==> src/rtl/pulse_cfg_pkg.sv <==
// Shared configuration constants for the pulses core: register address map,
// per-address frame lengths and widths, and power-on parameter defaults.
package pulse_cfg_pkg;

  typedef enum logic {ST_IDLE = 1'b0, ST_DATA = 1'b1} state_t;

  localparam logic [7:0] ADDR_PER      = 8'h00;
  localparam logic [7:0] ADDR_P1WID    = 8'h01;
  localparam logic [7:0] ADDR_DEL      = 8'h02;
  localparam logic [7:0] ADDR_P2WID    = 8'h03;
  localparam logic [7:0] ADDR_NUTD     = 8'h04;
  localparam logic [7:0] ADDR_NUTW     = 8'h05;
  localparam logic [7:0] ADDR_BL       = 8'h06;
  localparam logic [7:0] ADDR_PBL      = 8'h07;
  localparam logic [7:0] ADDR_PBLOFF   = 8'h08;
  localparam logic [7:0] ADDR_CP       = 8'h09;
  localparam logic [7:0] ADDR_APPLY    = 8'hFF;

  localparam logic [31:0] CFG_DEF_PER    = 32'h0004_0000;
  localparam logic [15:0] CFG_DEF_P1WID  = 16'd30;
  localparam logic [15:0] CFG_DEF_P2WID  = 16'd60;
  localparam logic [15:0] CFG_DEF_DEL    = 16'd200;
  localparam logic [7:0]  CFG_DEF_CP     = 8'd3;
  localparam logic [7:0]  CFG_DEF_PBL    = 8'd50;
  localparam logic [15:0] CFG_DEF_PBLOFF = 16'd100;
  localparam logic [7:0]  CFG_DEF_NUTW   = 8'd100;
  localparam logic [15:0] CFG_DEF_NUTD   = 16'd100;

  function automatic logic addr_valid(input logic [7:0] a);
    return (a <= ADDR_CP);
  endfunction

  function automatic logic [2:0] addr_nbytes(input logic [7:0] a);
    case (a)
      ADDR_PER:                                      return 3'd4;
      ADDR_P1WID, ADDR_DEL, ADDR_P2WID, ADDR_NUTD,
      ADDR_PBLOFF:                                   return 3'd2;
      ADDR_NUTW, ADDR_BL, ADDR_PBL, ADDR_CP:         return 3'd1;
      default:                                       return 3'd0;
    endcase
  endfunction

  function automatic logic [5:0] addr_width(input logic [7:0] a);
    case (a)
      ADDR_PER:                                      return 6'd32;
      ADDR_P1WID, ADDR_DEL, ADDR_P2WID, ADDR_NUTD,
      ADDR_PBLOFF:                                   return 6'd16;
      ADDR_NUTW, ADDR_PBL, ADDR_CP:                  return 6'd8;
      ADDR_BL:                                       return 6'd1;
      default:                                       return 6'd0;
    endcase
  endfunction

endpackage

==> src/rtl/param_bank.sv <==
// Staged/live register pairs for the pulse parameters. Writes land in the staged
// copy; the apply strobe copies every staged value to the live outputs at once.
module param_bank
  import pulse_cfg_pkg::*;
#(
  parameter logic [31:0] DEF_PER    = CFG_DEF_PER,
  parameter logic [15:0] DEF_P1WID  = CFG_DEF_P1WID,
  parameter logic [15:0] DEF_P2WID  = CFG_DEF_P2WID,
  parameter logic [15:0] DEF_DEL    = CFG_DEF_DEL,
  parameter logic [7:0]  DEF_CP     = CFG_DEF_CP,
  parameter logic [7:0]  DEF_PBL    = CFG_DEF_PBL,
  parameter logic [15:0] DEF_PBLOFF = CFG_DEF_PBLOFF,
  parameter logic [7:0]  DEF_NUTW   = CFG_DEF_NUTW,
  parameter logic [15:0] DEF_NUTD   = CFG_DEF_NUTD
) (
  input  logic        clk,
  input  logic        resetn,
  input  logic        wr_en,
  input  logic [7:0]  wr_addr,
  input  logic [31:0] wr_data,
  input  logic        apply,
  output logic [31:0] per,
  output logic [15:0] p1wid,
  output logic [15:0] del,
  output logic [15:0] p2wid,
  output logic [15:0] nut_d,
  output logic [7:0]  nut_w,
  output logic [7:0]  cp,
  output logic [7:0]  p_bl,
  output logic [15:0] p_bl_off,
  output logic        bl
);

  logic [31:0] st_per;
  logic [15:0] st_p1wid, st_del, st_p2wid, st_nut_d, st_p_bl_off;
  logic [7:0]  st_nut_w, st_cp, st_p_bl;
  logic        st_bl;

  always_ff @(posedge clk or negedge resetn) begin
    if (!resetn) begin
      st_per      <= DEF_PER;
      st_p1wid    <= DEF_P1WID;
      st_del      <= DEF_DEL;
      st_p2wid    <= DEF_P2WID;
      st_nut_d    <= DEF_NUTD;
      st_nut_w    <= DEF_NUTW;
      st_bl       <= 1'b1;
      st_p_bl     <= DEF_PBL;
      st_p_bl_off <= DEF_PBLOFF;
      st_cp       <= DEF_CP;
    end else if (wr_en) begin
      case (wr_addr)
        ADDR_PER:    st_per      <= wr_data;
        ADDR_P1WID:  st_p1wid    <= wr_data[15:0];
        ADDR_DEL:    st_del      <= wr_data[15:0];
        ADDR_P2WID:  st_p2wid    <= wr_data[15:0];
        ADDR_NUTD:   st_nut_d    <= wr_data[15:0];
        ADDR_NUTW:   st_nut_w    <= wr_data[7:0];
        ADDR_BL:     st_bl       <= wr_data[0];
        ADDR_PBL:    st_p_bl     <= wr_data[7:0];
        ADDR_PBLOFF: st_p_bl_off <= wr_data[15:0];
        ADDR_CP:     st_cp       <= wr_data[7:0];
        default: ;
      endcase
    end
  end

  // Live copy reads the staged values from before this edge, so a commit
  // landing in the apply cycle waits for the following apply.
  always_ff @(posedge clk or negedge resetn) begin
    if (!resetn) begin
      per      <= DEF_PER;
      p1wid    <= DEF_P1WID;
      del      <= DEF_DEL;
      p2wid    <= DEF_P2WID;
      nut_d    <= DEF_NUTD;
      nut_w    <= DEF_NUTW;
      bl       <= 1'b1;
      p_bl     <= DEF_PBL;
      p_bl_off <= DEF_PBLOFF;
      cp       <= DEF_CP;
    end else if (apply) begin
      per      <= st_per;
      p1wid    <= st_p1wid;
      del      <= st_del;
      p2wid    <= st_p2wid;
      nut_d    <= st_nut_d;
      nut_w    <= st_nut_w;
      bl       <= st_bl;
      p_bl     <= st_p_bl;
      p_bl_off <= st_p_bl_off;
      cp       <= st_cp;
    end
  end

endmodule

==> src/rtl/pulse_param_loader.sv <==
// UART byte-stream frame parser for the pulses core; stages writes and makes
// them live only at a pulse-period boundary after an apply command.
module pulse_param_loader
  import pulse_cfg_pkg::*;
#(
  parameter int          TIMEOUT_CYC = 120000,
  parameter logic [31:0] DEF_PER     = CFG_DEF_PER,
  parameter logic [15:0] DEF_P1WID   = CFG_DEF_P1WID,
  parameter logic [15:0] DEF_P2WID   = CFG_DEF_P2WID,
  parameter logic [15:0] DEF_DEL     = CFG_DEF_DEL,
  parameter logic [7:0]  DEF_CP      = CFG_DEF_CP,
  parameter logic [7:0]  DEF_PBL     = CFG_DEF_PBL,
  parameter logic [15:0] DEF_PBLOFF  = CFG_DEF_PBLOFF,
  parameter logic [7:0]  DEF_NUTW    = CFG_DEF_NUTW,
  parameter logic [15:0] DEF_NUTD    = CFG_DEF_NUTD
) (
  input  logic        clk,
  input  logic        resetn,
  input  logic [7:0]  rx_data,
  input  logic        rx_valid,
  input  logic        cyc_start,
  output logic [31:0] per,
  output logic [15:0] p1wid,
  output logic [15:0] del,
  output logic [15:0] p2wid,
  output logic [15:0] nut_d,
  output logic [7:0]  nut_w,
  output logic [7:0]  cp,
  output logic [7:0]  p_bl,
  output logic [15:0] p_bl_off,
  output logic        bl,
  output logic        rxd,
  output logic        err,
  output logic        busy
);

  localparam int GAP_W = $clog2(TIMEOUT_CYC + 1);

  state_t             state_q, state_d;
  logic [2:0]         cnt_q;
  logic [7:0]         addr_q;
  logic [31:0]        asm_q;
  logic [GAP_W-1:0]   gap_q;
  logic               wr_en_q, apply_pend_q;
  logic               load_addr, shift_byte, last_byte, bad_addr, apply_req, timeout;
  logic               apply;
  logic [5:0]         wr_w;
  logic [31:0]        wr_data;

  always_ff @(posedge clk or negedge resetn) begin
    if (!resetn) state_q <= ST_IDLE;
    else         state_q <= state_d;
  end

  always_comb begin
    state_d = state_q;
    case (state_q)
      ST_IDLE: if (load_addr) state_d = ST_DATA;
      ST_DATA: if (last_byte || timeout) state_d = ST_IDLE;
      default: state_d = ST_IDLE;
    endcase
  end

  always_comb begin
    load_addr  = 1'b0;
    apply_req  = 1'b0;
    bad_addr   = 1'b0;
    shift_byte = 1'b0;
    last_byte  = 1'b0;
    timeout    = 1'b0;
    if (state_q == ST_IDLE) begin
      load_addr = rx_valid && addr_valid(rx_data);
      apply_req = rx_valid && (rx_data == ADDR_APPLY);
      bad_addr  = rx_valid && !addr_valid(rx_data) && (rx_data != ADDR_APPLY);
    end else begin
      shift_byte = rx_valid;
      last_byte  = rx_valid && (cnt_q == 3'd1);
      timeout    = !rx_valid && (gap_q == GAP_W'(TIMEOUT_CYC - 1));
    end
  end

  always_ff @(posedge clk or negedge resetn) begin
    if (!resetn) begin
      cnt_q   <= '0;
      addr_q  <= '0;
      asm_q   <= '0;
      gap_q   <= '0;
      wr_en_q <= 1'b0;
      err     <= 1'b0;
    end else begin
      if (load_addr) begin
        addr_q <= rx_data;
        cnt_q  <= addr_nbytes(rx_data);
      end else if (shift_byte) begin
        asm_q <= {asm_q[23:0], rx_data};
        cnt_q <= cnt_q - 3'd1;
      end
      if (rx_valid || state_q != ST_DATA) gap_q <= '0;
      else                                gap_q <= gap_q + 1'b1;
      wr_en_q <= last_byte;
      err     <= bad_addr || timeout;
    end
  end

  // A pending apply is consumed only by a cyc_start arriving after the FF byte
  // has registered; extra FF bytes while pending are absorbed.
  assign apply = cyc_start && apply_pend_q;

  always_ff @(posedge clk or negedge resetn) begin
    if (!resetn) begin
      apply_pend_q <= 1'b0;
      rxd          <= 1'b0;
    end else begin
      if (apply)          apply_pend_q <= 1'b0;
      else if (apply_req) apply_pend_q <= 1'b1;
      rxd <= apply;
    end
  end

  assign busy    = (state_q == ST_DATA) || apply_pend_q;
  assign wr_w    = addr_width(addr_q);
  assign wr_data = (wr_w >= 6'd32) ? asm_q : (asm_q & ((32'd1 << wr_w) - 32'd1));

  param_bank #(
    .DEF_PER(DEF_PER), .DEF_P1WID(DEF_P1WID), .DEF_P2WID(DEF_P2WID),
    .DEF_DEL(DEF_DEL), .DEF_CP(DEF_CP), .DEF_PBL(DEF_PBL),
    .DEF_PBLOFF(DEF_PBLOFF), .DEF_NUTW(DEF_NUTW), .DEF_NUTD(DEF_NUTD)
  ) u_bank (
    .clk(clk), .resetn(resetn),
    .wr_en(wr_en_q), .wr_addr(addr_q), .wr_data(wr_data), .apply(apply),
    .per(per), .p1wid(p1wid), .del(del), .p2wid(p2wid), .nut_d(nut_d),
    .nut_w(nut_w), .cp(cp), .p_bl(p_bl), .p_bl_off(p_bl_off), .bl(bl)
  );

endmodule

==> config.mk <==
export PLATFORM = sky130hd
export DESIGN_NAME = pulse_param_loader
export DESIGN_NICKNAME = d
export VERILOG_FILES = /design/src/rtl/pulse_cfg_pkg.sv /design/src/rtl/param_bank.sv /design/src/rtl/pulse_param_loader.sv
export SDC_FILE = /design/constraint.sdc
export NUM_CORES = 1
export LEC_CHECK = 0
export CORE_AREA = 2 2 168 170
export CTS_BUF_LIST = sky130_fd_sc_hd__clkbuf_8
export CTS_CLUSTER_DIAMETER = 200
export DETAILED_ROUTE_END_ITERATION = 6
export DIE_AREA = 0 0 170 172
export DONT_BUFFER_PORTS = 1
export HOLD_SLACK_MARGIN = 0.03
export SYNTH_ARGS = -nofsm -noshare
export SYNTH_HDL_FRONTEND = slang
export SYNTH_SLANG_ARGS = --single-unit
==> constraint.sdc <==
create_clock -name clk -period 7.25 [get_ports clk]
set_input_delay 1.45 -clock clk [delete_from_list [all_inputs] [get_ports clk]]
set_output_delay 1.45 -clock clk [all_outputs]
set_load 0.005 [all_outputs]
After elaboration in Yosys (flattened, before gate mapping)
Memories as Yosys holds them, arrays and structs flattened.
Cells that the tools add are included.
Cells by class
  add/sub/neg operators: 3
  order comparisons: 2
  equality and inequality tests: 13
  shifts and indexed selects: 1
  multiplexer cells: 17
  bitwise operators: 3
  reductions and logical operators: 29
Operator list (number)
  32-bit AND: 1
  8-bit by 3-bit == test with 1-bit output, second input constant: 4
  32-bit two-way mux: 1
  1-bit by 6-bit left shift with 32-bit output, first input constant: 1
  32-bit by 1-bit subtractor with 32-bit output, second input constant: 1
  2-bit AND reduction: 11
  17-bit by 1-bit adder with 17-bit output, second input constant: 1
  17-bit == test, second input constant: 1
  17-bit two-way mux: 1
  8-bit by 2-bit == test with 1-bit output, second input constant: 2
  8-bit by 4-bit == test with 1-bit output, second input constant: 2
  1-bit two-way mux: 10
  3-bit two-way mux: 3
  8-bit by 1-bit == test with 1-bit output, second input constant: 1
  8-bit == test, second input constant: 1
  8-bit by 4-bit <= comparator with 1-bit output, second input constant: 1
  4-bit zero test: 2
  8-bit zero test: 1
  8-bit inequality test, second input constant: 1
  1-bit logical AND: 7
  6-bit >= comparator, second input constant: 1
  6-bit two-way mux: 1
  1-bit logical OR: 4
  2-bit nonzero test: 2
  other kinds (5): 7
Word-level totals
  flip-flop bits (word level): 339
  ROM bits: 112
  input bits: 12
  output and inout port bits: 140
  word-level logic and storage cells: 99
  memories kept: 2
Memories
  (no name shown): words 16, width 4, read ports 1, clocked after Yosys merged registers in 0, wr ports 0, RTL line pulse_cfg_pkg.sv:44  | case (a)
  (no name shown): words 16, width 3, read ports 1, clocked after Yosys merged registers in 0, wr ports 0, RTL line pulse_cfg_pkg.sv:34  | case (a)

Depth between registers and ports, before layout
Gate-level depths: netlist (run 1).
  depth in word-level cells: 6
  gate-level depth with buffers: 10
  depth with buffers taken out: 9

Cells and area by module
From an unflattened synthesis (run 1), not the netlist that was laid out.
Second synthesis, totals
  cell total of the unflattened synthesis: 874
  area, all modules: 13461.7 sq um
By module, submodules not included
  param_bank: times used 1, cells an instance 590, area an instance 10264.8 sq um, sequential area each 6924.1 sq um
  pulse_param_loader: times used 1, cells an instance 284, area an instance 3196.8 sq um, sequential area each 1626.6 sq um

Worst setup path after synthesis (run 1)
No wires, ideal clock.
  kind: input -> register
  start point: in cyc_start
  end point: reg u_bank.cp[2]
  library setup time: 0.125 ns
  arrival time: 2.608 ns
  data required time: 7.125 ns
  slack: 4.517 ns
  stages on the path: 4
  path buffers: 2
  cells stage by stage: nand2_1 -> clkbuf_1 -> clkbuf_1 -> mux2_2
Between the ends
  longest elaborated chain between the ends: 1
RTL lines
  start, declared: RTL line pulse_param_loader.sv:21  | input logic cyc_start,
  1-bit logical AND: RTL line pulse_param_loader.sv:107  | assign apply = cyc_start && apply_pend_q;
  end signal, assigned: RTL line param_bank.sv:92  | cp <= st_cp;
  end, declared: RTL line param_bank.sv:28  | output logic [7:0] cp,
No other way between the ends.
A chain may end at the register's enable or synchronous reset.

Final worst setup path (run 1)
  start point: reg addr_q[5]
  end point: reg u_bank.st_p_bl_off[11]
Between the ends
  longest elaborated chain between the ends: 6
  elaborated cells on any way between the ends: 9
  classes of those cells: 1 x add/sub; 1 x order compare; 1 x eq/ne; 1 x shift; 2 x mux; 1 x bitwise; 2 x reduce/logical
RTL lines
  start, declared: RTL line pulse_param_loader.sv:41  | logic [7:0] addr_q;
  start signal, assigned: RTL line pulse_param_loader.sv:92  | addr_q <= rx_data;
  4-bit zero test: RTL line pulse_cfg_pkg.sv:44
  6-bit two-way mux: RTL line pulse_cfg_pkg.sv:44
  1-bit by 6-bit left shift with 32-bit output: RTL line pulse_param_loader.sv:122  | assign wr_data = (wr_w >= 6'd32) ? asm_q : (asm_q & ((32'd1 << wr_w) - 32'd1));
  32-bit by 1-bit subtractor with 32-bit output: RTL line pulse_param_loader.sv:122
  32-bit AND: RTL line pulse_param_loader.sv:122
  32-bit two-way mux: RTL line pulse_param_loader.sv:122
  end signal, assigned: RTL line param_bank.sv:61  | ADDR_PBLOFF: st_p_bl_off <= wr_data[15:0];
  end, declared: RTL line param_bank.sv:35  | logic [15:0] st_p1wid, st_del, st_p2wid, st_nut_d, st_p_bl_off;
Several ways; a longest one is shown, not always the timed one.

==> results of run 1 <==
==> cells in the mapped netlist (all sizes together), types with 7 or more instances <==
| master | count | area share |
|---|---|---|
| dfrtp | 285 | 0.55 |
| o21ai | 72 | 0.028 |
| buf | 12 | 0.0039 |
| a21oi | 7 | 0.0027 |
| a22o | 30 | 0.020 |
| nor4 | 10 | 0.0064 |
| dfstp | 54 | 0.11 |
| inv | 12 | 0.0035 |
| nand3 | 17 | 0.0065 |
| nand4 | 9 | 0.0043 |
| clkbuf | 33 | 0.0095 |
| xnor2 | 11 | 0.0074 |
| nor3 | 7 | 0.0027 |
| mux2 | 212 | 0.18 |
| nand2 | 95 | 0.027 |
| nor2 | 28 | 0.0081 |
==> registers in the layout, indices dropped and copies added (netlist names), 16 cells and up <==
name and cells:
u_bank.st_p_bl_off 16, asm_q 32, u_bank.nut_d 16, u_bank.st_p1wid 16, u_bank.per 32, u_bank.p1wid 16
u_bank.st_del 16, u_bank.st_nut_d 16, u_bank.st_per 32, u_bank.p_bl_off 16, u_bank.p2wid 16, u_bank.del 16
gap_q 17, u_bank.st_p2wid 16
==> layout make-up <==
type | count | area, µm²
repair buffers | 3 | 22.5
multi-input cells | 545 | 4260
flip-flops and latches | 339 | 8550
fillers | 2343 | 12900
clock buffers | 75 | 1030
inverters | 13 | 48.8
clock inverters | 28 | 201
well taps | 346 | 433
==> metrics by stage <==
step / power [mW] / setup slack [ns] / cells / hold slack, ns
2_1_floorplan: 2.89 / 4.52 / 942 / 0.444
3_3_place_gp: 3.18 / 3.68 / 1246 / 0.457
3_5_place_dp: 3.21 / 3.68 / 1246 / 0.465
4_1_cts: 5.00 / 3.87 / 1349 / 0.479
5_1_grt: 5.19 / 3.62 / 1349 / 0.492
6_report: 4.92 / 3.92 / 1349 / 0.474
==> worst max-delay path, stage by stage, from the launching register on <==
cell	delay, ns
dfrtp_1	0.41
nor4_4	0.76
nand4_1	0.99
a21oi_1	0.87
a22o_1	0.23
==> routing by layer <==
metal	GRT usage	vias up
met1	0.253	3724
met5	0	-
li1	-	3359
met4	0.0706	0
met2	0.305	178
met3	0.0613	53
==> report_power, final <==
part / leakage, nW / switching (mW) / internal (mW)
registers: 4.42 / 0.291 / 2.24
logic: 1.79 / 0.333 / 0.290
clock network: 0.699 / 0.740 / 1.03
total: 6.90 / 1.36 / 3.56
==> cells by family (layout without fill, tap and decap cells) <==
group	after synthesis	in the layout
buffers and inverters	58	119
XOR/XNOR	14	14
AO/OA/AOI/OAI	123	123
adder cells (fa/ha/maj)	5	5
flip-flops	339	339
multiplexers	213	213
AND/OR/NAND/NOR	190	190
==> worst max-delay path by stage <==
stage          startpoint                      to  slack, ns
3_5_place_dp    cyc_start            u_bank.cp[4]       3.68
6_report        addr_q[5]  u_bank.st_p_bl_off[11]       3.92
4_1_cts         addr_q[5]  u_bank.st_p_bl_off[11]       3.87
5_1_grt         addr_q[5]  u_bank.st_p_bl_off[14]       3.62
2_1_floorplan   cyc_start            u_bank.cp[2]       4.52
3_3_place_gp    cyc_start            u_bank.cp[6]       3.68
==> impl_results.md, run 1 <==
- Pwr dens: 338 mW/mm²
- CTS max path bufs: 3
- ANT cells: 0
- Routability cong.: approximately 0.78
- Tot GR Track Use: 0.193
- Port Buf Inserts: 0
- Layout cells sized above 1: 0.364
- Crit Path Class: register to register
- Post-Synth Adder-Cell Area: 0.00461
- Tightest Hold Check Type: register to register
- Setup bufs post-CTS: 0
- Initial core utilization: 0.474
- Antenna viol nets, final: 0
- Post_cts resized: 0
- Final period util: 0.459
- Finished Core Util: 0.529
- Final HPWL DP: between 15,000 and 20,000 µm
- EDFF count, synth: 0
- Maximum number of pins on one net before global-route repair: 340
- Worst-Margin Slew: 1.06 ns
- FF-to-FF setup slack: 3.92 ns
- Ports: 152
- Core Area: 0.0275 mm²
- F_max: roughly 0.3 GHz
- Clock Skews: 0.0141 ns
- Area post-placement: 0.0133 mm²
- Metal3 WL: 2060 µm
- Main combinational cell family by area after synthesis: multiplexers
- Cell Area, Synth: approximately 0.013 mm²
- Worst hold path startpoint: u_bank.st_nut_w[4]
- Vias in the first global route: 7,436
- Yosys Warn Count: 0
- CTS H-tree lvls: 2
- GRT Residual Overflow: 0
- Initial antenna violation count: 0
- WP data required: a little under 8 ns
- Final Hold Fails: 0
- FF+latch count, synth: 339
- Final Instance Area: between 0.01 and 0.015 mm²
- Min Tclk post-route: 3.33 ns
- First-pass GRT wire length: 43,400 µm
- Drt via density: 5.42
- Avg Cell Area, Syn: between 10 and 15 µm²
- MaxCap Viol Count: 0
- Distinct cell type count after synthesis: 47
- Area growth from synthesis to layout: 11.7%
- Sequential share of the synthesized area: 0.657
- Die H: 172 µm
- M1 WL: 12,100 µm
- Nets@finish: 973
- Critical Path End Type: register
- Drt total wl: 27,700 µm
- Status: finished clean
- TritonCTS Buffers: 55
- R2r startpoint: addr_q[5]
- CTS Hold Bufs: 0
- DRC viols: 0
- Final setup violation count: 0
- Post-Synthesis Net Count: 958
- Commonest non-fill, non-tap cells in the layout: dfrtp_1, mux2_2, nand2_1
- CTS tree: done
- Slew margin rel.: 0.290
- WHS Path Cells: 2
- Hold Path Sink: u_bank.st_nut_w[4]
- Peak VDD IR: 0.252 mV
- Synth Area in Compound Gates: 0.0592
- Worst Reg-to-Reg Cells: 4
- Wire length per cell: between 20 and 25 µm
- Static leakage: 6.90 nW
- Fraction of registers with async set/reset: 1.00
- Most used DFF post-synth: dfrtp_1
- Clk sink count: 339
- Synth Area in Simple Gates: 0.0687
- Max Slew Vio Count: 0
- RSZ-0062 raised after global routing: no
- Wire length on met2: 12,800 µm
- Xor and xnor area share after synthesis: 0.00942
- Initial drt markers: 349
- Via count: 7,314
- Crit path DAT: 3.85 ns
- FP Rows: 61
- Cell count after synthesis: 942
- Mux cell area share after synthesis: 0.184
- Initial DRT Pass Iterations: 4
- Most common cell after layout, fill and taps aside: dfrtp_1
- Worst-path clk slew: 0.06 ns
- Latest clock arrival within the worst-skew pair: 0.58 ns
- Top layer in use: met4
- DIE AREA: 0.0292 mm²
- Reg2reg end: u_bank.st_p_bl_off[11]
- Critical path peak fanout: 25
- Root Driver: clkbuf_8
- Setup crit start kind: register
- Die Wd: 170 µm
- Final setup TNS: 0 ns
Note: power is estimated with default switching activity, not from simulation.
==> inputs of run 2 (changes only) <==
==> constraint.sdc (replaced) <==
create_clock -name clk -period 3 [get_ports clk]
set_input_delay 0.6 -clock clk [delete_from_list [all_inputs] [get_ports clk]]
set_output_delay 0.6 -clock clk [all_outputs]
set_load 0.005 [all_outputs]
==> run 2 against run 1 <==
Against the previous run: the run now ends with negative hold slack left; critical path depth is 5 higher; wire length hardly changed; via count hardly changed; cell count is 0.44% higher; clock-buffer cell count is 14 lower.
==> impl_results.md, run 2 (same netlist as run 1, synthesis figures left out) <==
- Clock Skews: 0.0145 ns
- Routability cong.: about 0.84
- Final Hold Fails: slightly below 300
- F_max: 0.367 GHz
- Final setup violation count: 0
- Crit path DAT: 3.18 ns
- Initial core utilization: 0.474
- Setup bufs post-CTS: 0
- Final setup TNS: 0 ns
- Core Area: 0.0275 mm²
- Hold WS: -0.277 ns
- Pwr dens: 780 mW/mm²
- Min Tclk post-route: 2.72 ns
- Critical Path End Type: register
- Antenna viol nets, final: 0
- Initial antenna violation count: 0
- Tightest Hold Check Type: input port to async pin
- Die H: 172 µm
- Total Power: 11.2 mW
- CTS max path bufs: 3
- Maximum number of pins on one net before global-route repair: 340
- GRT Residual Overflow: 0
- Peak VDD IR: ~0.46 mV
- Commonest non-fill, non-tap cells in the layout: dfrtp_1, mux2_2, nand2_1
- Tot GR Track Use: 0.194
- Initial drt markers: about 390
- Via count: 7,321
- Nets@finish: 980
- Initial DRT Pass Iterations: 4
- Drt total wl: approximately 28,000 µm
- Clk sink count: ~340
- Status: finished, violations left
- Worst-Margin Slew: 0.849 ns
- Static leakage: 6.89 nW
- Worst-path clk slew: 0.07 ns
- Layout cells sized above 1: 0.351
- Most common cell after layout, fill and taps aside: dfrtp_1
- Vias in the first global route: 7,379
- Setup crit start kind: register
- ANT cells: 0
- Final period util: 0.908
- Critical path peak fanout: 12
- DIE AREA: 0.0292 mm²
- TritonCTS Buffers: 53
- DRC viols: 0
- Max Slew Vio Count: 0
- Largest registers: asm_q: 32 flops, u_bank.per: 32 flops, u_bank.st_per: 32 flops
- Drt via density: between 5 and 6
- FP Rows: between 60 and 70
- CTS H-tree lvls: 2
- Slew margin rel.: 0.434
- Wire length per cell: 20.4 µm
- Final HPWL DP: 16,700 µm
- Port Buf Inserts: 0
- Crit Path Class: register to register
- Ports: 152
- Worst Reg-to-Reg Cells: 9
- Latest clock arrival within the worst-skew pair: 0.58 ns
- MaxCap Viol Count: 0
- Failing checks: negative hold slack
- WP data required: 3.46 ns
- CTS tree: done
- RSZ-0062 raised after global routing: no
- First-pass GRT wire length: 43,600 µm
- Die Wd: 170 µm
- Root Driver: clkbuf_8
- Area growth from synthesis to layout: 10.6%
[run 2: cell count changes in the layout (fill, tap and decap cells not counted), sizes merged]
cell    before  now
inv         29   48
clkbuf      75   61
buf          3   12
clkinv       8    3
bufinv       3    0
[run 2: power breakdown]
group | leakage [nW] | internal, mW | switching, mW | total [mW]
combinational | 1.83 | 0.714 | 0.783 | 1.50
clock | 0.637 | 1.85 | 1.73 | 3.59
sequential | 4.42 | 5.41 | 0.743 | 6.16
total | 6.89 | 7.98 | 3.26 | 11.2
[run 2: layout make-up]
cell class,count,area (µm²)
clock buffers,61,840
clock inverters,39,163
fillers,2433,13100
inverters,13,48.8
multi-input cells,545,4260
flip-flops and latches,339,8550
well taps,346,433
repair buffers,12,103
[run 2: final timing paths]
path | endpoint | slack [ns] | startpoint
worst max-delay path | u_bank.st_p_bl_off[10] | 0.28 | addr_q[5]
worst min-delay path | u_bank.p2wid[0] | -0.28 | resetn
worst max register to register | u_bank.st_p_bl_off[10] | 0.28 | addr_q[5]
worst min register to register | u_bank.st_nut_d[1] | 0.47 | u_bank.st_nut_d[1]
max in group asynchronous | u_bank.p2wid[13] | 2.57 | resetn
min in group clk | apply_pend_q | 0.12 | cyc_start
[run 2: worst max-delay path, cell delays in order, from the launching register on]
cell and delay [ns]:
dfrtp_1 0.42, nor4_4 0.40, nand2_1 0.13, nor2_1 0.11, nand2_1 0.07, ha_1 0.35
o41a_1 0.17, a31oi_2 0.41, a21oi_1 0.29, a22o_1 0.26
[run 2: layer usage]
layer  global-route usage  routed length, µm  part of all wire  vias up
met5                    0                  0                 0        -
met1                0.262              12300              0.44     3725
li1                     -                  -                 -     3370
met2                0.306              12800              0.46      185
met3               0.0620               2040             0.074       41
met4               0.0539                514             0.019        0
[run 2: timing repair]
item                       CTS  global route
resized for setup            0             1
setup endpoints to repair    0            23
hold endpoints to repair   339           339
[run 2: stage by stage]
step | cell area, µm² | setup WS, ns | hold WS, ns | cells | util
floorplan | 13000 | 0.588 | 0.304 | 942 | -
global placement | 13400 | 0.149 | 0.316 | 1255 | 0.487
finish | 14400 | 0.277 | -0.277 | 1355 | 0.524
global route | 14400 | 0.114 | -0.325 | 1355 | 0.524
detailed placement | 13400 | 0.0889 | 0.317 | 1255 | 0.487
CTS | 14400 | 0.0404 | -0.311 | 1355 | 0.524
==> variant 1 (settings of run 2) <==
Reset style: synchronous (`resetn`), changed in 5 clocked blocks.
--- a/src/rtl/param_bank.sv
+++ b/src/rtl/param_bank.sv
@@ -36,7 +36,7 @@
   logic [7:0]  st_nut_w, st_cp, st_p_bl;
   logic        st_bl;
 
-  always_ff @(posedge clk or negedge resetn) begin
+  always_ff @(posedge clk) begin
     if (!resetn) begin
       st_per      <= DEF_PER;
       st_p1wid    <= DEF_P1WID;
@@ -67,7 +67,7 @@
 
   // Live copy reads the staged values from before this edge, so a commit
   // landing in the apply cycle waits for the following apply.
-  always_ff @(posedge clk or negedge resetn) begin
+  always_ff @(posedge clk) begin
     if (!resetn) begin
       per      <= DEF_PER;
       p1wid    <= DEF_P1WID;
--- a/src/rtl/pulse_param_loader.sv
+++ b/src/rtl/pulse_param_loader.sv
@@ -47,7 +47,7 @@
   logic [5:0]         wr_w;
   logic [31:0]        wr_data;
 
-  always_ff @(posedge clk or negedge resetn) begin
+  always_ff @(posedge clk) begin
     if (!resetn) state_q <= ST_IDLE;
     else         state_q <= state_d;
   end
@@ -79,7 +79,7 @@
     end
   end
 
-  always_ff @(posedge clk or negedge resetn) begin
+  always_ff @(posedge clk) begin
     if (!resetn) begin
       cnt_q   <= '0;
       addr_q  <= '0;
@@ -106,7 +106,7 @@
   // has registered; extra FF bytes while pending are absorbed.
   assign apply = cyc_start && apply_pend_q;
 
-  always_ff @(posedge clk or negedge resetn) begin
+  always_ff @(posedge clk) begin
     if (!resetn) begin
       apply_pend_q <= 1'b0;
       rxd          <= 1'b0;
Formal check against the unedited RTL: differs if resetn is asserted again (counterexample within 4 cycles, from zero or initial values and one cycle with resetn low); with resetn held inactive, the same outputs for 4 cycles.
==> variant 1 against run 2 <==
Die area unchanged; hold slack improved by 0.38 ns; synthesized area decreased by 4.4%; cell area decreased by 5.0%; routed wire length increased by 17%; worst setup slack improved by 0.25 ns; sequential cell count increased by 4; largest cell class unchanged.
Power is not compared: it rests on default switching activity, and its combinational part moved more than twofold at a synthesized area within 25%.
==> variant 1: results (changes against run 2) <==
vias in the first global route -> 8949 (+21%)
synth top area cells -> dfxtp_1, a22o_1, nand2_1
first-pass GRT wire length -> 50200 um (+15%)
met3 WL post-DR -> 2160 um (+6.0%)
CP max-delay cell -> or4_1
post_cts resized -> 0 (unchanged)
HP Class -> in -> reg
drt first pass iters -> 5 (+1)
CP Data Arrival Time -> 2.96 ns (-0.22 ns)
Adder-Cell Fraction of Synth Area -> 0.402% (-0.059 points)
sequential area share after synthesis -> 55.1% (-11 points)
Worst Max-Slew Pin Slew -> 1.03 ns (+0.186 ns)
Mapped Cells -> 1318 (+40%)
antenna violations before repair -> 0 (unchanged)
xor-xnor portion of the synthesized cell area -> 0.985% (+0.043 points)
grt met1 use -> 29.0% (+2.8 points)
Largest regs -> asm_q x32, u_bank.per x32, u_bank.st_per x32
Synth cell types -> 61 (+30%)
r2r setup slk -> 0.53 ns (+0.25 ns)
Worst-path clk slew -> 0.06 ns
maximum number of pins on one net before global-route repair -> 111 (-67%)
GR Layer Usage met2 -> 34.1% (+3.5 points)
R2R Path End -> u_bank.st_nut_d[2]
crit-path leading delay family -> simple AND/OR/NAND/NOR gates
M1 wire length -> 14700 um (+20%)
WL met2 -> 14600 um (+14%)
peak fanout along the critical path -> 32 (+20)
Power Clock -> 3.78 mW
critical path class -> reg -> reg
post-synthesis mux area share -> 0.563% (-18 points)
post-route insts no fill -> 1670 (+23%)
synth cell count leaders -> dfxtp_1, nand2_1, a21oi_1, a22o_1, clkbuf_1
Worst Skew -> 0.0319 ns (+0.0173 ns)
wire per inst -> 19.4 um (-5.0%)
share of layout cells above drive strength 1 -> 9.14% (-26 points)
htree depth -> 2 (unchanged)
GPL Wtd Cong -> 0.818 (-3.0%)
DRT iter0 DRCs -> 677 (+76%)
VDD IR max -> 0.288 mV
met3 track demand over resource -> 5.13% (-1.1 points)
Root Buffer -> clkbuf_8
Placed Instances -> 1571 (+25%)
Compound-Gate Fraction of Synth Area -> 22.2% (+16 points)
LEAKAGE -> 4.80 nW
Total GRT Usage -> 21.5% (+2.1 points)
Num CTS Buffers -> 56 (+5.7%)
run status -> completed
filler cell count -> 2619 (+7.6%)
reg2reg start -> addr_q[7]
CP max stage delay -> 0.51 ns (+0.09 ns)
Hold EP -> u_bank.st_bl
overall via count from detail_route -> 9639 (+32%)
DPL Wire Length -> 20100 um (+20%)
Hold WS -> 0.104 ns (+0.382 ns)
Async S/R FF share, synth -> 0% (-100 points)
CTS max path bufs -> 3 (unchanged)
variant 1: logic make-up after synthesis:
family | Yosys count
DFF | 343
adders and majority gates | 4
buffers and inverters | 134
muxes | 7
xor gates and xnor gates | 14
AOI/OAI and AO/OA | 397
and+or+nand+nor | 419
variant 1: area by class of cell:
| class | instances | area [um^2] | area share, % |
|---|---|---|---|
| Clock inverter | 33 | 143 | 1.04 |
| Sequential cell | 343 | 6870 | 50.2 |
| Clock buffer | 66 | 908 | 6.64 |
| Timing Repair Buffer | 25 | 225 | 1.65 |
| Multi-Input combinational cell | 841 | 5040 | 36.9 |
| Inverter | 16 | 63.8 | 0.466 |
| Tap cell | 346 | 433 | 3.16 |
variant 1: per-stage QoR:
step	setup WS [ns]	area (um^2)	power, mW
floorplan	0.425	12500	4.77
global placement	0.588	12600	4.80
detailed placement	0.535	12600	4.80
CTS	0.514	13700	8.56
global route	0.336	13700	8.78
finish	0.532	13700	8.48
==> variant 2 (config.mk and constraints of run 2) <==
Without the edit above. `TIMEOUT_CYC`: 120000 -> 30000.
--- a/src/rtl/pulse_param_loader.sv
+++ b/src/rtl/pulse_param_loader.sv
@@ -3,7 +3,7 @@
 module pulse_param_loader
   import pulse_cfg_pkg::*;
 #(
-  parameter int          TIMEOUT_CYC = 120000,
+  parameter int          TIMEOUT_CYC = 30000,
   parameter logic [31:0] DEF_PER     = CFG_DEF_PER,
   parameter logic [15:0] DEF_P1WID   = CFG_DEF_P1WID,
   parameter logic [15:0] DEF_P2WID   = CFG_DEF_P2WID,
Check against the original RTL: same outputs for any inputs over 4 cycles, from zero or initial values and one cycle with resetn low; that may be too few to reach the edited logic, so the function may still have changed.
==> variant 2 against run 2 <==
The flow still finishes with violations (hold timing); synthesized area is 0.63% higher; routed wire length shrank 1.4%; total power grew 0.53%; worst setup slack improved by 0.19 ns; critical endpoint is now u_bank.st_nut_d[13]; cell area is 0.14% lower; critical path type unchanged; critical path depth unchanged; sequential cell count fell by 2; via count is 0.83% higher; hold slack improved by 0.026 ns; maximum frequency rose by 7.5%; sequential share of layout area fell by 0.27 points; cell count up 1.9%.
==> variant 2: results (changes against run 2) <==
Post-layout nets -> 1011 (+3.2%)
Hold WS -> -0.251 ns (+0.0262 ns)
met3 WL post-DR -> 1840 um (-9.7%)
run status -> finished with violations
CP max stage delay -> 0.55 ns (+0.13 ns)
Routed WL -> 27300 um (-1.4%)
Worst Skew -> 0.0226 ns (+0.00808 ns)
Root Buffer -> clkbuf_8
VDD IR max -> 0.346 mV (-25%)
drt first pass iters -> 6 (+2)
synth cell count leaders -> dfrtp_1, mux2_2, nand2_1, o21ai_0, dfstp_2
Post-Synthesis Net Count -> 993 (+3.7%)
reg2reg start -> addr_q[3]
sequential area share after synthesis -> 64.9% (-0.80 points)
Synth cell types -> 50 (+6.4%)
# diodes -> 0 (unchanged)
DPL Wire Length -> 17200 um (+2.5%)
M1 wire length -> 12600 um (+2.4%)
peak fanout along the critical path -> 13 (+1)
placed cell areas -> 0.0134 mm^2 (about the same)
share of layout cells above drive strength 1 -> 33.2% (-1.8 points)
via/cell ratio -> 5.35 (-1.1%)
first-pass GRT wire length -> 42900 um (-1.6%)
htree depth -> 2 (unchanged)
Final Hold Vio Count -> 286 (-1.7%)
CP Data Arrival Time -> 2.95 ns (-0.23 ns)
vias in the first global route -> 7435 (+0.76%)
synth top area cells -> dfrtp_1, mux2_2, dfstp_2
WL met2 -> 12300 um (-3.9%)
DRT iter0 DRCs -> 482 (+25%)
LEAKAGE -> 6.81 nW (-1.1%)
Slew Limit Headroom -> 52.0% (+8.6 points)
maximum number of pins on one net before global-route repair -> 338 (-0.59%)
uppermost routed layer -> met4
Total GRT Usage -> 19.0% (-0.47 points)
failing checks -> hold timing
GPL Wtd Cong -> 0.784 (-7.0%)
antenna violations before repair -> 0 (unchanged)
-- variant 2: cell types whose count changed after synthesis, moves of 5 or more --
cell,change
clkbuf_1,+8
nand3_1,-7
mux2i_1,+6
mux2_2,-32
nand2_1,+28
o21ai_0,+35
inv_1,+11
mux2_4,+20
xnor2_1,-5
nor2_1,-12
a22o_1,-30
o21ai_1,+9
-- variant 2: cells by family after synthesis --
logic type | share of synthesized area (%)
flip-flops | 64.9
multiplexers | 18.4
AO/OA/AOI/OAI | 5.51
buffers and inverters | 2.68
AND/OR/NAND/NOR | 7.43
XOR/XNOR | 0.735
adder cells (fa/ha/maj) | 0.382
-- variant 2: stage by stage --
step | hold WS [ns] | setup WS, ns | total power, mW | cells
floorplan | 0.304 | 0.821 | 7.05 | 977
global placement | 0.316 | 0.368 | 7.79 | 1286
detailed placement | 0.314 | 0.337 | 7.84 | 1286
CTS | -0.302 | 0.269 | 11.4 | 1381
global route | -0.302 | 0.196 | 11.9 | 1381
finish | -0.251 | 0.468 | 11.3 | 1381
-- variant 2: worst paths after layout --
path,endpoint,slack [ns],cells past startpoint
worst min-delay path,u_bank.del[5],-0.25,0
max in group asynchronous,u_bank.st_bl,2.77,0
worst max register to register,u_bank.st_nut_d[13],0.47,9
worst max-delay path,u_bank.st_nut_d[13],0.47,9
min in group clk,apply_pend_q,0.14,1
worst min register to register,gap_q[0],0.47,1
-- variant 2: final cells by class --
type,instances,area [um^2]
fillers,2373,13100
flip-flops and latches,337,8500
multi-input cells,565,4260
clock buffers,61,840
well taps,346,433
clock inverters,34,138
repair buffers,15,125
inverters,23,86.3
-- variant 2: timing repair --
item                                   CTS  global route
resized for setup                        0             2
setup endpoints to repair                0             6
endpoints found under the hold margin  337           321
-- variant 2: power by group --
part           internal (mW)  total [mW]  switching, mW  leakage [nW]
Sequential              5.39        6.06          0.663          4.39
Clock                   1.84        3.55           1.71         0.618
Combinational          0.769        1.69          0.926          1.80
-- variant 2: layer usage --
metal / track usage [%] / vias up
li1: - / 3426
met1: 26.5 / 3721
met2: 29.2 / 180
met3: 5.33 / 55
met4: 5.17 / 0
met5: 0 / -
